===== config.mk =====
export PLATFORM = sky130hd
export DESIGN_NAME = sha256_w_window_ctrl
export DESIGN_NICKNAME = d
export VERILOG_FILES = /design/src/rtl/sha256_w_window_ctrl.sv
export SDC_FILE = /design/constraint.sdc
export NUM_CORES = 1
export LEC_CHECK = 0
export CELL_PAD_IN_SITES_DETAIL_PLACEMENT = 1
export CELL_PAD_IN_SITES_GLOBAL_PLACEMENT = 1
export CORE_AREA = 5 5 361 363
export CTS_CLUSTER_DIAMETER = 80
export DETAILED_ROUTE_END_ITERATION = 10
export DIE_AREA = 0 0 366 368
export PLACE_DENSITY = 0.61
export SLEW_MARGIN = 5
export SYNTH_ARGS = -nofsm -noshare
export SYNTH_HDL_FRONTEND = slang
export SYNTH_SLANG_ARGS = --single-unit
export TNS_END_PERCENT = 1

===== constraint.sdc =====
create_clock -name CLK -period 6.9 [get_ports CLK]
set_input_delay 1.38 -clock CLK [delete_from_list [all_inputs] [get_ports CLK]]
set_output_delay 1.38 -clock CLK [all_outputs]
set_load 0.05 [all_outputs]

===== src/rtl/sha256_w_window_ctrl.sv =====
// SHA-256 W window controller: loads a 512-bit block, streams W[0..63], and feeds/captures the expander.
// Optional SHA256_WWIN_ROUND_IDX_EN adds w_idx (current round index) and busy outputs.
//
// state    | meaning
// S_IDLE   | waiting for a block; blk_ready high
// S_STREAM | presenting W[t] to the round core; issuing expander operands for t+2
module sha256_w_window_ctrl #(
  parameter int NUM_ROUNDS = 64,
  parameter int ISSUE_LEAD = 2
) (
  input  logic         CLK,
  input  logic         RST,
  input  logic         blk_valid,
  output logic         blk_ready,
  input  logic [511:0] blk_data,
  output logic         exp_write_en,
  output logic [159:0] exp_block,
  input  logic [31:0]  exp_w,
  output logic         w_valid,
  input  logic         w_ready,
  output logic [31:0]  w_data,
  output logic         done
`ifdef SHA256_WWIN_ROUND_IDX_EN
  ,
  output logic [5:0]   w_idx,
  output logic         busy
`endif
);

  localparam logic [5:0] LAST_T      = 6'(NUM_ROUNDS - 1);
  localparam logic [5:0] FIRST_ISSUE = 6'(16 - ISSUE_LEAD);
  localparam logic [5:0] LAST_ISSUE  = 6'(NUM_ROUNDS - 1 - ISSUE_LEAD);

  typedef enum logic {S_IDLE, S_STREAM} state_t;

  state_t      state, state_nxt;
  logic [5:0]  t;
  logic [31:0] slot [16];
  logic        wb_pending;
  logic [3:0]  wb_idx;
  logic        acc;
  logic        load;
  logic [3:0]  i_slot;

  assign i_slot = t[3:0] + 4'(ISSUE_LEAD);

  always_ff @(posedge CLK) begin
    if (!RST) state <= S_IDLE;
    else      state <= state_nxt;
  end

  always_comb begin
    state_nxt    = state;
    blk_ready    = 1'b0;
    w_valid      = 1'b0;
    w_data       = 32'h0;
    acc          = 1'b0;
    load         = 1'b0;
    done         = 1'b0;
    exp_write_en = 1'b0;
    case (state)
      S_IDLE: begin
        blk_ready = 1'b1;
        if (blk_valid) begin
          load      = 1'b1;
          state_nxt = S_STREAM;
        end
      end
      S_STREAM: begin
        w_valid      = 1'b1;
        w_data       = slot[t[3:0]];
        acc          = w_ready;
        exp_write_en = acc && (t >= FIRST_ISSUE) && (t <= LAST_ISSUE);
        if (acc && t == LAST_T) begin
          done      = 1'b1;
          state_nxt = S_IDLE;
        end
      end
      default: state_nxt = S_IDLE;
    endcase
  end

  // Operands for issue index i = t+2: W[i-16], W[i-15], W[i-7], W[i-2]; low word unused.
  assign exp_block = {slot[i_slot], slot[i_slot + 4'd1], slot[i_slot + 4'd9],
                      slot[i_slot + 4'd14], 32'h0};

`ifdef SHA256_WWIN_ROUND_IDX_EN
  assign w_idx = t;
  assign busy  = (state == S_STREAM);
`endif

  always_ff @(posedge CLK) begin
    if (!RST) begin
      t          <= 6'd0;
      wb_pending <= 1'b0;
      wb_idx     <= 4'd0;
      for (int k = 0; k < 16; k++) slot[k] <= 32'h0;
    end else begin
      if (load) begin
        t <= 6'd0;
        for (int k = 0; k < 16; k++) slot[k] <= blk_data[511 - 32*k -: 32];
      end else if (wb_pending) begin
        // Capture is unconditional: the expander result is only valid for this one cycle.
        slot[wb_idx] <= exp_w;
      end
      if (acc) t <= t + 6'd1;
      wb_pending <= exp_write_en;
      if (exp_write_en) wb_idx <= i_slot;
    end
  end

endmodule


==> summary.md <==
The cell sitting at the root of the clock tree is a clkbuf_16. The run gives 0 as the number of pins exceeding their max-slew limit in the final report. After detailed routing, the average wire length per cell comes to 41.5 um.

In this run the worst path has a maximum fanout of 52. The synthesized area is 37800 um2, and the combinational group share of total power is 25.7%. The tools report the remaining global-route overflow as 0. The die covers 135000 um2. In the final design database the tool counted 3725 nets.

A synthesized cell averages 14.4 um2. The run gives 0.000141 V as the worst vdd rail ir drop. Yosys mapped a number of flops with a built-in enable equal to 512.

Routability-driven placement finished with a final weighted congestion of 0.837. Entering global routing, the biggest net connects 108 pins. Total wire length: 203 mm.

For the worst-skew pair, the clock arrives at the later sink with an insertion delay of 0.63 ns. The tools report the sink count of the clock tree as 528. In this run the most critical hold path is launched from t[5].

Row generation in the floorplan step produced 131 rows. After layout, the design draws a total of 0.0103 W. STA classifies the critical path endpoint as a primary output.

The count of nets left with antenna violations once routing finished came out at 0. The measured slew at the worst slew-check pin works out to 1.28 ns. The number of gates resized after CTS was 0. For this run, the leading register cell type out of synthesis is edfxtp_1.

The internal power of the cells was 0.00700 W. The tightest min-delay check is of the reg2reg type. The run gives 0 as the final-report hold violation count.

The element type at the critical path start was a flip-flop. In this run, CTS created clock tree buffers numbering 70. The first detailed-routing pass ran for 6 iterations. In this run the deepest clock path goes through 3 buffers.

The logs give 127000 um2 for the standard cell core area and 275 mm for the wire length of the first global-routing pass. Yosys printed 0 warnings. The worst register-to-register path ends at slot[15][11]. Compared with the post-synthesis result, the final layout area differs by 29.1%. The highest clock rate came out at 166 MHz. TritonCTS built the clock tree. The logs give 39.7% for the power share of the sequential group and 18.0 nW for the leakage power. Setup violations remaining at the end of the flow were counted as 0.

For the initial antenna violation count, the log shows 27. Pin placement for this block handled 744 I/O pins. Once placement completed, the tool counted placed cells totaling 4761. Setup repair after global routing left no endpoint under its margin. Of the synthesized area, sequential elements account for 41.5%. The logs give 0 ns for the post-route setup TNS and 34.6% for the relative contribution of the clock network to total power. The total via count after detailed routing was 31200; the number of cells traversed by the worst register-to-register path was 4. Chip width: 366 um. In this run, distinct cell masters in the synthesized netlist total 53. Across the run, the number of max-cap violations was 0.

The worst hold path was traced through 2 stages. Data arrives at the worst endpoint at 4.66 ns. In this run the number of H-tree levels came out at 3. In this run, synthesis produced a sequential element count of 528.

The die extent in y works out to 368 um. For hold timing, the worst endpoint is t[5]. In the routed layout, each cell is associated on average with a via count of 6.36. The register clock-pin slew on the reported worst setup and hold paths was 0.06 ns.

The post-route netlist has 22.6% of its cells at a drive strength greater than 1. Across all hold checks on the routed design, the worst slack comes to 0.551 ns. The number of cells in the finished layout apart from fillers was 4901; the buffers inserted during post-CTS setup optimization was 0. In this run the power density over the cells is 211 nW/um2.

The number of fill cells was 13000; the proportion of synthesized flip-flops having asynchronous set or reset was 0%. During placement, the flow inserted port buffers numbering 711. The worst register-to-register path has a setup slack of 2.88 ns. The tools report the data required time at the worst endpoint as 5.52 ns. The tools report the cell count after synthesis as 2617. The flow ran to the end, and the final reports show no timing, DRC or antenna violations. Measured against its own limit, the worst slew margin works out to 14.7%. The worst path needs 6.04 ns of the cycle, external delays included. After clock tree synthesis, the flow added hold-fix buffers numbering 0. Source of the worst register-to-register timing path: state. The detailed router finished its first iteration with 3760 violations.

For this run, design rule violations remaining after detail routing come to 0. The final period utilization is 87.5%, and the power spent charging and discharging nets is 0.00328 W. The run gives 134 mm as the HPWL after detailed placement.

On the final layout, the worst clock skew is 0.0171 ns. Global routing used 29.1% of the available tracks across all layers. In this run switching power makes up 31.9% of total power.

For the initial cell density of the core, the log shows 29.8%. The worst setup path category is reg2out. The tools report the number of global-route vias before repair as 32100.
-- worst max-delay path by stage --
| stage | slack, ns | start | to | cells past startpoint |
|---|---|---|---|---|
| floorplan | 2.08 | blk_valid | slot[4][0] | 3 |
| global placement | 1.57 | t[1] | exp_block[53] | 7 |
| detailed placement | 1.57 | t[1] | exp_block[53] | 7 |
| CTS | 0.85 | t[1] | exp_block[53] | 7 |
| global route | 0.70 | t[1] | exp_block[53] | 7 |
| finish | 0.86 | t[1] | exp_block[53] | 7 |
-- final cells by class --
| type | count | area (um2) | share of cell area [%] |
|---|---|---|---|
| Timing Repair Buffer | 789 | 7880 | 16.2 |
| Inverter | 37 | 144 | 0.295 |
| Sequential cell | 528 | 15700 | 32.2 |
| Multi-Input combinational cell | 1745 | 20800 | 42.6 |
| Clock buffer | 86 | 1830 | 3.76 |
| Antenna cell | 16 | 40.0 | 0.0821 |
| Tap cell | 1662 | 2080 | 4.26 |
| Clock inverter | 38 | 312 | 0.639 |
-- power groups by stage --
stage	Combinational [W]	Clock (W)	Sequential, W
6_report	0.00264	0.00356	0.00407
3_3_place_gp	0.00263	0	0.00411
3_5_place_dp	0.00264	0	0.00412
2_1_floorplan	0.00160	0	0.00399
4_1_cts	0.00265	0.00361	0.00406
5_1_grt	0.00274	0.00375	0.00409
-- worst max-delay path, stage by stage, from the launching register on --
cell	delay, ns
dfxtp_2	0.35
inv_6	0.35
ha_4	0.65
buf_4	0.74
mux4_2	0.38
nand2_1	0.06
a32oi_1	0.49
clkdlybuf4s50_1	0.92
-- routing by layer --
| layer | vias up | GRT usage (%) | part of all wire (%) | routed length, um |
|---|---|---|---|---|
| li1 | 12100 | - | - | - |
| met1 | 16500 | 36.7 | 38 | 78200 |
| met2 | 2190 | 47.9 | 48 | 97100 |
| met3 | 353 | 8.40 | 10 | 20700 |
| met4 | 22 | 10.5 | 3.6 | 7330 |
| met5 | - | 0 | 0.068 | 139 |
-- per-stage QoR --
step | setup WS [ns] | area [um2] | util, %
6_report | 0.861 | 48800 | 38.5
2_1_floorplan | 2.08 | 37900 | -
4_1_cts | 0.845 | 48700 | 38.5
5_1_grt | 0.696 | 48800 | 38.5
3_3_place_gp | 1.57 | 46600 | 36.8
3_5_place_dp | 1.57 | 46600 | 36.8
-- logic make-up after synthesis --
| logic type | share of synthesized area (%) |
|---|---|
| mux | 38.7 |
| compound gates | 10.2 |
| buf+inv | 4.81 |
| fa+ha+maj | 0.199 |
| simple gates | 4.54 |
| other cells | 0.00992 |
| flops | 41.5 |
| xor+xnor | 0.113 |
-- flip-flops by register name, summed over array words and instances (netlist names), named ones only --
| name | count |
|---|---|
| wb_pending | 1 |
| wb_idx | 4 |
| slot | 512 |
| t | 6 |
| state | 1 |
-- cell usage after synthesis, types with 2 or more instances --
cell type  count  share of area (%)
buf_1         18               0.18
a211oi_1      21               0.42
and2_1         4              0.066
inv_1         36               0.36
a22o_1       320                7.4
nor3_2         2              0.053
nor4b_1        9               0.21
mux2i_1      359                9.5
buf_2         88                1.2
mux4_2       485                 29
a32o_1         6               0.16
a221o_1       15               0.40
nor2b_1       22               0.36
nand4_1        5              0.083
buf_6         17               0.51
o21ai_0       43               0.57
buf_4         46               0.91
nand2_1      249                2.5
mux2_2         8               0.24
o211ai_1       3              0.060
edfxtp_1     512                 41
nand2b_1      10               0.17
clkbuf_1     169                1.7
nor2_1        22               0.22
a221oi_1       3              0.070
xor2_1         2              0.046
o22ai_1       26               0.43
a21oi_1       10               0.13
o31ai_1       10               0.20
nor3_1         7              0.093
nand3_1       39               0.52
a32oi_1       10               0.23
ha_1           6               0.20
dfxtp_1       16               0.85
-- cell usage in the layout, fill, tap and decap left out, drive strengths merged, types with 4 or more instances in the layout --
master,instances
a211oi,21
a21oi,10
a221o,15
a22o,320
a32o,6
a32oi,10
and2,4
buf,78
clkbuf,87
clkdlybuf4s50,710
clkinv,22
clkinvlp,5
conb,32
dfxtp,16
diode,16
edfxtp,512
ha,6
inv,45
mux2,8
mux2i,359
mux4,485
nand2,249
nand2b,10
nand3,39
nand4,5
nor2,22
nor2b,23
nor3,9
nor4b,10
o21ai,43
o22ai,26
o31ai,10
Power figures use the tool's default switching activity.
